[src/rtl/ttt_pkg.sv]
// Shared definitions for the Tic Tac Toe game controller and text painter.
package ttt_pkg;

  // Two-bit cell encodings used on the board bus
  localparam logic [1:0] CELL_EMPTY = 2'b00;
  localparam logic [1:0] CELL_X     = 2'b01;
  localparam logic [1:0] CELL_O     = 2'b10;

  // Game controller states
  typedef enum logic [1:0] {
    PLAY  = 2'd0,
    CHECK = 2'd1,
    OVER  = 2'd2
  } state_t;

  localparam int NUM_CELLS = 9;
  localparam int NUM_LINES = 8;

  // Winning lines as cell-index triples, 4 bits per index, line 0 in the LSBs.
  // Order: rows 0..2, columns 0..2, main diagonal, anti-diagonal.
  localparam logic [NUM_LINES*3*4-1:0] LINE_TABLE = {
    4'd6, 4'd4, 4'd2,   // line 7: anti-diagonal
    4'd8, 4'd4, 4'd0,   // line 6: main diagonal
    4'd8, 4'd5, 4'd2,   // line 5: column 2
    4'd7, 4'd4, 4'd1,   // line 4: column 1
    4'd6, 4'd3, 4'd0,   // line 3: column 0
    4'd8, 4'd7, 4'd6,   // line 2: row 2
    4'd5, 4'd4, 4'd3,   // line 1: row 1
    4'd2, 4'd1, 4'd0    // line 0: row 0
  };

  // Cell index of position pos (0..2) within line number line (0..7)
  function automatic int line_cell(input int line, input int pos);
    return int'(LINE_TABLE[(line*3 + pos)*4 +: 4]);
  endfunction

  // 12-bit RGB colours shared with the painter
  localparam logic [11:0] RGB_BACKGROUND = 12'h000;
  localparam logic [11:0] RGB_GRID       = 12'hFFF;
  localparam logic [11:0] RGB_MARK_X     = 12'hF00;
  localparam logic [11:0] RGB_MARK_O     = 12'h00F;
  localparam logic [11:0] RGB_CURSOR     = 12'hFF0;
  localparam logic [11:0] RGB_TEXT       = 12'h0F0;

endpackage

[src/rtl/ttt_line_check.sv]
// Combinational board evaluator: reports a three-in-a-row winner and whether
// every cell is occupied.
module ttt_line_check
  import ttt_pkg::*;
(
  input  logic [17:0] board,
  output logic [1:0]  winner,
  output logic        full
);

  logic [NUM_LINES-1:0] x_line;
  logic [NUM_LINES-1:0] o_line;
  logic [NUM_CELLS-1:0] occupied;

  generate
    for (genvar gi = 0; gi < NUM_LINES; gi++) begin : g_line
      localparam int C0 = line_cell(gi, 0);
      localparam int C1 = line_cell(gi, 1);
      localparam int C2 = line_cell(gi, 2);
      assign x_line[gi] = (board[2*C0 +: 2] == CELL_X) &&
                          (board[2*C1 +: 2] == CELL_X) &&
                          (board[2*C2 +: 2] == CELL_X);
      assign o_line[gi] = (board[2*C0 +: 2] == CELL_O) &&
                          (board[2*C1 +: 2] == CELL_O) &&
                          (board[2*C2 +: 2] == CELL_O);
    end

    for (genvar gi = 0; gi < NUM_CELLS; gi++) begin : g_cell
      assign occupied[gi] = (board[2*gi +: 2] != CELL_EMPTY);
    end
  endgenerate

  // Only the player who just moved can complete a line, so X/O priority is moot
  always_comb begin
    winner = CELL_EMPTY;
    if (|x_line) begin
      winner = CELL_X;
    end else if (|o_line) begin
      winner = CELL_O;
    end
  end

  assign full = &occupied;

endmodule

[src/rtl/ttt_game_ctrl.sv]
// Tic Tac Toe game-state controller: turns left/right/select buttons into the
// registered board, cursor, turn, result, menu and score values for the painter.
module ttt_game_ctrl
  import ttt_pkg::*;
#(
  parameter int SCORE_MAX = 9
) (
  input  logic        clk,
  input  logic        reset,
  input  logic        btn_left,
  input  logic        btn_right,
  input  logic        btn_sel,
  output logic [17:0] board,
  output logic [3:0]  cursor,
  output logic        turn,
  output logic        game_over,
  output logic [1:0]  winner,
  output logic        menu_sel,
  output logic [3:0]  score_x,
  output logic [3:0]  score_o
);

  localparam logic [3:0] CURSOR_HOME = 4'd4;
  localparam logic [3:0] CURSOR_LAST = 4'd8;
  localparam logic [3:0] SCORE_CAP   = 4'(SCORE_MAX);

  // Button front end: bit 0 = left, bit 1 = right, bit 2 = select
  logic [2:0] btn_raw;
  logic [2:0] pulse;

  assign btn_raw = {btn_sel, btn_right, btn_left};

  generate
    for (genvar gi = 0; gi < 3; gi++) begin : g_btn
      logic s1_reg;
      logic s2_reg;
      logic s3_reg;

      // Two-stage synchronizer plus a delay stage for rising-edge detection
      always_ff @(posedge clk or posedge reset) begin
        if (reset) begin
          s1_reg <= 1'b0;
          s2_reg <= 1'b0;
          s3_reg <= 1'b0;
        end else begin
          s1_reg <= btn_raw[gi];
          s2_reg <= s1_reg;
          s3_reg <= s2_reg;
        end
      end

      assign pulse[gi] = s2_reg & ~s3_reg;
    end
  endgenerate

  // Coincident presses are ambiguous, so only a lone pulse is honoured
  logic left_p;
  logic right_p;
  logic sel_p;

  assign left_p  = (pulse == 3'b001);
  assign right_p = (pulse == 3'b010);
  assign sel_p   = (pulse == 3'b100);

  // Game state registers
  state_t      state_reg,     state_next;
  logic [17:0] board_reg,     board_next;
  logic [3:0]  cursor_reg,    cursor_next;
  logic        turn_reg,      turn_next;
  logic        game_over_reg, game_over_next;
  logic [1:0]  winner_reg,    winner_next;
  logic        menu_sel_reg,  menu_sel_next;
  logic [3:0]  score_x_reg,   score_x_next;
  logic [3:0]  score_o_reg,   score_o_next;

  logic [1:0]  line_winner;
  logic        board_full;
  logic [1:0]  cursor_cell;

  ttt_line_check u_line_check (
    .board  (board_reg),
    .winner (line_winner),
    .full   (board_full)
  );

  assign cursor_cell = board_reg[2*cursor_reg +: 2];

  // State and datapath registers; reset aborts any game in progress
  always_ff @(posedge clk or posedge reset) begin
    if (reset) begin
      state_reg     <= PLAY;
      board_reg     <= '0;
      cursor_reg    <= CURSOR_HOME;
      turn_reg      <= 1'b0;
      game_over_reg <= 1'b0;
      winner_reg    <= CELL_EMPTY;
      menu_sel_reg  <= 1'b0;
      score_x_reg   <= '0;
      score_o_reg   <= '0;
    end else begin
      state_reg     <= state_next;
      board_reg     <= board_next;
      cursor_reg    <= cursor_next;
      turn_reg      <= turn_next;
      game_over_reg <= game_over_next;
      winner_reg    <= winner_next;
      menu_sel_reg  <= menu_sel_next;
      score_x_reg   <= score_x_next;
      score_o_reg   <= score_o_next;
    end
  end

  // Next-state and datapath updates for PLAY / CHECK / OVER
  always_comb begin
    state_next     = state_reg;
    board_next     = board_reg;
    cursor_next    = cursor_reg;
    turn_next      = turn_reg;
    game_over_next = game_over_reg;
    winner_next    = winner_reg;
    menu_sel_next  = menu_sel_reg;
    score_x_next   = score_x_reg;
    score_o_next   = score_o_reg;

    case (state_reg)
      PLAY: begin
        if (left_p) begin
          cursor_next = (cursor_reg == 4'd0) ? CURSOR_LAST : cursor_reg - 4'd1;
        end else if (right_p) begin
          cursor_next = (cursor_reg == CURSOR_LAST) ? 4'd0 : cursor_reg + 4'd1;
        end else if (sel_p && (cursor_cell == CELL_EMPTY)) begin
          board_next[2*cursor_reg +: 2] = turn_reg ? CELL_O : CELL_X;
          state_next = CHECK;
        end
      end

      // Pulses are ignored here; the board is judged on the just-placed mark
      CHECK: begin
        if (line_winner != CELL_EMPTY) begin
          winner_next    = line_winner;
          game_over_next = 1'b1;
          state_next     = OVER;
          if (line_winner == CELL_X) begin
            if (score_x_reg < SCORE_CAP) score_x_next = score_x_reg + 4'd1;
          end else begin
            if (score_o_reg < SCORE_CAP) score_o_next = score_o_reg + 4'd1;
          end
        end else if (board_full) begin
          winner_next    = CELL_EMPTY;
          game_over_next = 1'b1;
          state_next     = OVER;
        end else begin
          turn_next  = ~turn_reg;
          state_next = PLAY;
        end
      end

      OVER: begin
        if (left_p || right_p) begin
          menu_sel_next = ~menu_sel_reg;
        end else if (sel_p) begin
          board_next     = '0;
          cursor_next    = CURSOR_HOME;
          turn_next      = 1'b0;
          winner_next    = CELL_EMPTY;
          game_over_next = 1'b0;
          state_next     = PLAY;
          if (menu_sel_reg) begin
            score_x_next = '0;
            score_o_next = '0;
          end
        end
      end

      default: begin
        state_next = PLAY;
      end
    endcase
  end

  assign board     = board_reg;
  assign cursor    = cursor_reg;
  assign turn      = turn_reg;
  assign game_over = game_over_reg;
  assign winner    = winner_reg;
  assign menu_sel  = menu_sel_reg;
  assign score_x   = score_x_reg;
  assign score_o   = score_o_reg;

endmodule
[config.mk]
export PLATFORM = sky130hd
export DESIGN_NAME = ttt_game_ctrl
export DESIGN_NICKNAME = d
export VERILOG_FILES = /design/src/rtl/ttt_pkg.sv /design/src/rtl/ttt_line_check.sv /design/src/rtl/ttt_game_ctrl.sv
export SDC_FILE = /design/constraint.sdc
export NUM_CORES = 1
export LEC_CHECK = 0
export BUFFER_PORTS_ARGS = -buffer_cell sky130_fd_sc_hd__buf_2
export CORE_AREA = 2 2 63 89
export DETAILED_ROUTE_END_ITERATION = 10
export DIE_AREA = 0 0 65 91
export HOLD_SLACK_MARGIN = 0.02
export PLACE_DENSITY = 0.8
export REMOVE_ABC_BUFFERS = 1
export SLEW_MARGIN = 25
export SYNTH_ARGS = -nofsm -noshare
export SYNTH_HDL_FRONTEND = slang
export SYNTH_SLANG_ARGS = --single-unit
export TNS_END_PERCENT = 1
[constraint.sdc]
create_clock -name clk -period 5.2 [get_ports clk]
set_input_delay 1.56 -clock clk [delete_from_list [all_inputs] [get_ports clk]]
set_output_delay 1.56 -clock clk [all_outputs]
set_load 0.01 [all_outputs]
Word level (Yosys, flattened, before mapping)

Index checks and enable logic that the tools add are counted.
Widths: inputs -> output; s select.

Register bits: 46
Output and inout port bits: 35
Word-level logic and storage cells: 183

$add $sub $neg: 5
Magnitude comparators: 2
Eq/ne operators: 40
Shift-type cells: 3
Muxes and demuxes: 47
Bitwise operators: 8
Reductions and logical operators: 60

Operator list:

| operator                | number |
|---|---|
| $mux 18                 | 5 |
| $mux 4                  | 15 |
| $pmux 18 s2             | 1 |
| $neg 5->34              | 1 |
| $shift 2x34->18 const A | 1 |
| $shiftx 2x34->18        | 1 |
| $logic_and 1x1->1       | 33 |
| $ne 2x2->1 const B      | 13 |
| $mux 2                  | 12 |
| $pmux 4 s2              | 3 |
| $reduce_bool 2->1       | 12 |
| $eq 2x1->1 const B      | 11 |
| $eq 2x2->1 const B      | 10 |
| $bwmux 18               | 1 |
| $shiftx 18x6->2         | 1 |
| $reduce_or 8->1         | 2 |
| $reduce_and 7->1        | 2 |
| $add 4x1->4 const B     | 3 |
| $reduce_and 5->1        | 2 |
| $reduce_and 9->1        | 1 |
| $lt 4x4->1 const B      | 2 |
| $reduce_and 4->1        | 2 |
| $mux 1                  | 6 |
| $ne 3x3->1 const B      | 2 |
| other kinds (15)        | 23 |

Depth between registers and ports, before layout

Gate-level depths: netlist (run 1).

Depth in word-level cells: 10
Gate-level depth with buffers: 11
Gate-level depth less buffers: 8

Hierarchy

A second synthesis (run 1) with hierarchy kept.

Cells, all modules: 332
Area, all modules: 3,189.3 µm²

By module, submodules not included:

| module         | instances | cells each | area an instance (µm²) | sequential area each (µm²) |
|---|---|---|---|---|
| ttt_game_ctrl  | 1         | 293        | 2,866.5                | 1,152.4 |
| ttt_line_check | 1         | 39         | 322.8                  | 0.0 |

Worst setup path before layout (run 1)

OpenSTA, ideal clock, no wires.

Kind: register to register
From: register cursor_reg[1] (netlist: cursor[1])
To: register board_reg[12] (netlist: board[12])
Library setup time: 0.125 ns
Arrival time: 2.412 ns
Data required time: 5.075 ns
Setup slack: 2.663 ns
Cell stages (with the launch flop): 11
Path buffers: 2
Period minus slack after synthesis: 2.537 ns
Cell sequence: dfrtp_1 buf_2 inv_1 ha_1 buf_2 and2b_1 nand2_1 a21boi_0 a21oi_1 or3_1 mux2_2

Word-level cells in the longest chain between the ends: 7

RTL lines:

| element                                             | RTL line             | RTL |
|---|---|---|
| start, declared                                     | ttt_game_ctrl.sv:68  | `logic [3:0] cursor_reg, cursor_next;` |
| start signal, assigned                              | ttt_game_ctrl.sv:103 | `cursor_reg <= cursor_next;` |
| $neg 5->34                                          | ttt_game_ctrl.sv:132 | `board_next[2*cursor_reg +: 2] = turn_reg ? CELL_O : CELL_X;` |
| $shiftx 2x34->18 or $shift 2x34->18 (tied branches) | ttt_game_ctrl.sv:132 |  |
| $bwmux 18                                           | ttt_game_ctrl.sv:132 |  |
| $mux 18                                             | ttt_game_ctrl.sv:131 | `end else if (sel_p && (cursor_cell == CELL_EMPTY)) begin` |
| $mux 18                                             | ttt_game_ctrl.sv:129 | `end else if (right_p) begin` |
| $mux 18                                             | ttt_game_ctrl.sv:127 | `if (left_p) begin` |
| $pmux 18 s2                                         | ttt_game_ctrl.sv:125 | `case (state_reg)` |
| end signal, assigned                                | ttt_game_ctrl.sv:102 | `board_reg <= board_next;` |
| end, declared                                       | ttt_game_ctrl.sv:67  | `logic [17:0] board_reg, board_next;` |

Several ways; a longest one is shown, not always the timed one. The select of a mux whose other input is x is not followed.
A chain may end at the register's enable or synchronous reset.

Final worst setup path (run 1)

From: register cursor_reg[0] (netlist: cursor[0])
To: register board_reg[12] (netlist: board[12])

The elaborated chain is that of the path after synthesis.

==> impl_metrics.env, run 1 <==
export IMPL_path_clk_slew_ps=80
export IMPL_grt_max_degree=47
export IMPL_power_w=0.00142
export IMPL_synth_area_sq_um=2970
export IMPL_cts_sinks=46
export IMPL_ios=40
export IMPL_fmax_mhz=329
export IMPL_portBuffers=39
export IMPL_end_kind="flop"
export IMPL_final_nets=376
export IMPL_firstDrtPassIters=5
export IMPL_grt_pass1_vias=2531
export IMPL_required_ps=5390
export IMPL_antenna_found_initial=0
export IMPL_arrival_ps=3230
export IMPL_worstReg2RegStart="cursor[0]"
export IMPL_ys_seq_elements=46
export IMPL_power_leakage_nw=1.45
export IMPL_drt_total_wl_um=7240
export IMPL_drv_cap=0
export IMPL_worst_path_max_fanout=19
export IMPL_synthTopCellsByArea="dfrtp_1 (38%), ha_1 (5.5%), inv_1 (4.1%)"
export IMPL_avgSynthCellArea_sq_um=9.10
export IMPL_synth_top_area_share=0.380
export IMPL_rrSetupSlack_ps=2160
export IMPL_dp_final_hpwl_um=5340
export IMPL_p_per_area_nw_per_um2=434
export IMPL_yosys_top_cells_count="dfrtp_1 (45), inv_1 (32), nand2_1 (19), o21ai_0 (19), nor2_1 (18)"
export IMPL_grt_use_total=0.261
export IMPL_cts_hold_buf=0
export IMPL_hold_violations=0
export IMPL_drt_initial_drc_count=157
export IMPL_post_cts_buffers=0
export IMPL_whs_endpoint="g_btn[1].s2_reg"
export IMPL_die_h_um=91
export IMPL_std_cell_rows=31
export IMPL_synth_top_area_cell="dfrtp_1"
export IMPL_yosysSeqAreaShare=0.389
export IMPL_min_from="g_btn[1].s1_reg"
export IMPL_hp_class="reg -> reg"
export IMPL_core_sq_um=5080
export IMPL_fin_worst_skew_ps=6.03
export IMPL_rsz0062_at_grt="false"
export IMPL_ir_drop_mv=0.274
export IMPL_status="complete, no violations"
export IMPL_numCtsBuffers=5
export IMPL_yosys_warnings=0
export IMPL_path_class="reg -> reg"
export IMPL_finalMaxSlewViolations=0
export IMPL_cts_buffer_depth=2
export IMPL_syn_to_final_growth_pct=10.5
export IMPL_vias_per_cell=6.32
export IMPL_fin_crit_sh=0.584
export IMPL_r2r_end="board[12]"
export IMPL_synth_async_sr_flop_share=1.00
export IMPL_relSlewSlack=0.383
export IMPL_grt_pass1_wl_um=12100
export IMPL_yosysMostFrequentCell="dfrtp_1"
export IMPL_ys_dominant_reg_cell="dfrtp_1"
export IMPL_clockRootBuffer="clkbuf_8"
export IMPL_dieArea_sq_um=5920
export IMPL_synth_edff_count=0
export IMPL_route_detailed_drc=0
export IMPL_dp_cells=417
export IMPL_initial_core_util=0.584
export IMPL_setup_viol=0
export IMPL_drive_above_1_share=0.184
export IMPL_finalSetupTns_ps=0
export IMPL_netlist_instances=326
export IMPL_gr_total_overflow=0
export IMPL_h_tree_depth=2
export IMPL_largest_register_ffs=18
export IMPL_cp_start_kind="flop"
export IMPL_postRouteAntennaNets=0
export IMPL_final_util=0.645
export IMPL_instances_no_fill=425
export IMPL_die_w_um=65
export IMPL_post_route_min_period_ps=3040
export IMPL_whs_path_depth=0
export IMPL_clock_latency_ps=300
export IMPL_r2r_cells=8
export IMPL_gp_congestion=0.879
export IMPL_fin_area_sq_um=3280
export IMPL_vias=2685
export IMPL_ctsResizeCount=0
export IMPL_yosysUniqueCellTypes=67
export IMPL_cts_tree="done"
export IMPL_worstMarginPinSlew_ps=919
export IMPL_dpl_cell_area_sq_um=3180
export IMPL_wl_per_cell_um=17.0
export IMPL_num_antenna_cells=0
## how the worst max path moves through the flow
stage            startpoint  cells past startpoint         to
2_1_floorplan         reset                      1   board[0]
3_3_place_gp   state_reg[0]                      6  board[12]
3_5_place_dp      cursor[0]                      8  board[12]
4_1_cts           cursor[0]                      8  board[12]
5_1_grt           cursor[1]                      8  board[12]
6_report          cursor[0]                      8  board[12]
## metal layers
layer | track usage | up-vias | share of wire
li1 | - | 1267 | -
met3 | 0.0434 | 15 | 0.047
met5 | 0 | - | 0
met2 | 0.445 | 88 | 0.52
met4 | 0.0957 | 0 | 0.024
met1 | 0.327 | 1315 | 0.41
## cell type report
| class | instances | area [sq um] |
|---|---|---|
| repair buffers | 40 | 203 |
| clock inverters | 1 | 5.00 |
| inverters | 34 | 129 |
| clock buffers | 7 | 86.3 |
| multi-input cells | 231 | 1620 |
| fillers | 440 | 1800 |
| flip-flops and latches | 46 | 1150 |
| well taps | 66 | 82.6 |
## cell families after synthesis
logic type	after synthesis	share of synthesized area
buffers and inverters	49	0.0654
DFF	46	0.389
adders and majority gates	13	0.0549
and+or+nand+nor	119	0.236
xor gates and xnor gates	4	0.0118
muxes	6	0.0253
AOI/OAI and AO/OA	89	0.218
## per-stage QoR
| stage | setup WS (ps) | hold WS (ps) |
|---|---|---|
| 2_1_floorplan | 2550 | 331 |
| 3_3_place_gp | 2340 | 334 |
| 3_5_place_dp | 2260 | 336 |
| 4_1_cts | 2250 | 355 |
| 5_1_grt | 2030 | 358 |
| 6_report | 2160 | 351 |
## worst max-delay path: stages, from the launching register on
cell and delay (ps):
dfrtp_1 600, inv_2 180, ha_1 340, and2b_1 210
nand2_1 90, a21boi_0 650, a21oi_1 190, or3_1 370
mux2_2 280
## report_power, final
group          internal [W]  leakage [nW]  switching, W
clock              0.000107        0.0482      0.000113
combinational      0.000257         0.808      0.000391
sequential         0.000419         0.594      0.000135
## cell usage in the layout (no fill, tap or decap), types with 2 or more instances in the layout
cell        n
nand3_1     6
and2_1      4
clkinv_2    2
a41oi_1     2
o22ai_1    10
or3_1      10
o21ai_0    18
a21oi_1    13
nand3b_1    4
nor2b_1     5
dfrtp_1    45
ha_1       13
nand2_1    19
clkbuf_8    6
a311oi_1    3
nor4bb_1   11
nor3b_1     3
or2_2       4
o2bb2ai_1   7
nor4_1      3
inv_2       2
mux2i_1     3
o311ai_0    2
o211ai_1    2
nor3_1     13
buf_2      39
inv_1      31
nor2_1     18
a211oi_1    2
nand2b_1    5
nand4_1     5
and3_1      2
o211a_1     2
o31ai_1     4
a2bb2oi_1   2
a31oi_1     4
xnor2_1     3
No activity file was read; power rests on OpenSTA's default activity.
==> inputs of run 2 (changes only) <==
Settings changed: CORE_AREA 2 2 63 89 to 2 2 64 90, DIE_AREA 0 0 65 91 to 0 0 66 92, PLACE_DENSITY 0.8 to 0.78.
Clock period 5.2 ns to 3.05 ns, I/O delays scaled along.
==> impl_metrics.env, run 2 (synthesis gave the netlist of run 1 again) <==
export IMPL_status="complete, no violations"
export IMPL_post_cts_buffers=0
export IMPL_drive_above_1_share=0.197
export IMPL_cp_start_kind="flop"
export IMPL_firstDrtPassIters=4
export IMPL_post_route_min_period_ps=2550
export IMPL_r2r_cells=8
export IMPL_path_class="reg -> reg"
export IMPL_portBuffers=39
export IMPL_fmax_mhz=392
export IMPL_std_cell_rows=32
export IMPL_rsz0062_at_grt="false"
export IMPL_num_antenna_cells=0
export IMPL_die_w_um=66
export IMPL_final_util=0.620
export IMPL_h_tree_depth=2
export IMPL_pre_cts_slack_ps=572
export IMPL_grt_max_degree=47
export IMPL_fin_area_sq_um=3320
export IMPL_syn_to_final_growth_pct=12.1
export IMPL_whs_path_depth=0
export IMPL_ctsResizeCount=0
export IMPL_finalMaxSlewViolations=0
export IMPL_initial_core_util=0.553
export IMPL_relSlewSlack=0.487
export IMPL_final_nets=382
export IMPL_crit_buf_inv=1
export IMPL_cts_sinks=46
export IMPL_grt_pass1_wl_um=12000
export IMPL_path_clk_slew_ps=80
export IMPL_instances_no_fill=433
export IMPL_postRouteAntennaNets=0
export IMPL_hp_class="reg -> reg"
export IMPL_dp_cells=425
export IMPL_antenna_found_initial=0
export IMPL_arrival_ps=2750
export IMPL_gr_total_overflow=0
export IMPL_ios=40
export IMPL_dieArea_sq_um=6070
export IMPL_dp_final_hpwl_um=5300
export IMPL_core_sq_um=5370
export IMPL_setup_viol=0
export IMPL_drt_initial_drc_count=224
export IMPL_cts_tree="done"
export IMPL_vias=2668
export IMPL_die_h_um=92
export IMPL_wl_per_cell_um=16.7
export IMPL_largest_register_ffs=18
export IMPL_grt_pass1_vias=2574
export IMPL_setup_slack_ps=499
export IMPL_final_common_cell="dfrtp_1"
export IMPL_worstMarginPinSlew_ps=769
export IMPL_crit_family="simple AND/OR/NAND/NOR gates"
export IMPL_numCtsBuffers=5
export IMPL_drt_total_wl_um=7250
export IMPL_cts_hold_buf=0
export IMPL_path_depth=8
export IMPL_dpl_cell_area_sq_um=3230
export IMPL_slowest_stage="dfrtp_1"
export IMPL_clockRootBuffer="clkbuf_8"
export IMPL_path_cells="inv_1 > ha_1 > and2b_1 > nand2_1 > a21boi_0 > a21oi_1 > or3_1 > mux2_2"
export IMPL_crit_path_max_incr_delay_ps=560
export IMPL_required_ps=3250
export IMPL_fin_crit_sh=0.837
export IMPL_route_detailed_drc=0
export IMPL_gp_congestion=0.880
export IMPL_hold_violations=0
export IMPL_fillers=464
export IMPL_ir_drop_mv=0.342
export IMPL_clock_latency_ps=300
export IMPL_layout_common_cells="dfrtp_1 (45), buf_2 (39), inv_1 (31)"
export IMPL_vias_per_cell=6.16
export IMPL_cts_buffer_depth=2
export IMPL_end_kind="flop"
export IMPL_drv_cap=0
export IMPL_worst_path_max_fanout=15
export IMPL_p_per_area_nw_per_um2=750
export IMPL_power_leakage_nw=1.48
export IMPL_finalSetupTns_ps=0
export IMPL_fin_worst_skew_ps=9.47
export IMPL_grt_use_total=0.253
==> run 2: area by class of cell <==
cell class / instances / area, sq um / area share
Timing Repair Buffer: 46 / 248 / 0.0745
Clock buffer: 7 / 86.3 / 0.0260
Tap cell: 68 / 85.1 / 0.0256
Sequential cell: 46 / 1150 / 0.347
Clock inverter: 1 / 5.00 / 0.00151
Inverter: 34 / 129 / 0.0388
Multi-Input combinational cell: 231 / 1620 / 0.487
==> run 2: per-stage QoR <==
stage	total power [W]	hold slack (ps)
after floorplan	0.00168	331
after global placement	0.00206	336
after detailed placement	0.00208	339
after CTS	0.00248	357
after global routing	0.00265	360
final	0.00249	352
==> run 2: worst reg2reg max path: stages (launching register included) <==
cell	delay (ps)
dfrtp_1	560
inv_1	200
ha_1	340
and2b_1	210
nand2_1	90
a21boi_0	260
a21oi_1	120
or3_1	370
mux2_2	280
==> run 2: report_power, final <==
| group | switching (W) | total (W) | leakage [nW] | internal (W) |
|---|---|---|---|---|
| logic | 0.000720 | 0.00120 | 0.838 | 0.000484 |
| clock network | 0.000202 | 0.000385 | 0.0482 | 0.000183 |
| registers | 0.000189 | 0.000904 | 0.594 | 0.000715 |
==> run 2: layer usage <==
| layer | wire length, um | share of wire | GRT usage | up-vias |
|---|---|---|---|---|
| met5 | 0 | 0 | 0 | - |
| met4 | 125 | 0.017 | 0.112 | 0 |
| met3 | 289 | 0.040 | 0.0417 | 11 |
| met2 | 3730 | 0.52 | 0.433 | 91 |
| met1 | 3100 | 0.43 | 0.306 | 1287 |
| li1 | - | - | - | 1279 |
==> run 2: path summary, 6_finish.rpt <==
check	startpoint	to	slack, ps
min in group asynchronous	reset	score_o[3]	710
max in group asynchronous	reset	cursor[3]	1850
worst max-delay path	cursor[1]	board[12]	500
worst min register to register	g_btn[1].s1_reg	g_btn[1].s2_reg	350
worst max register to register	cursor[1]	board[12]	500
worst min-delay path	g_btn[1].s1_reg	g_btn[1].s2_reg	350
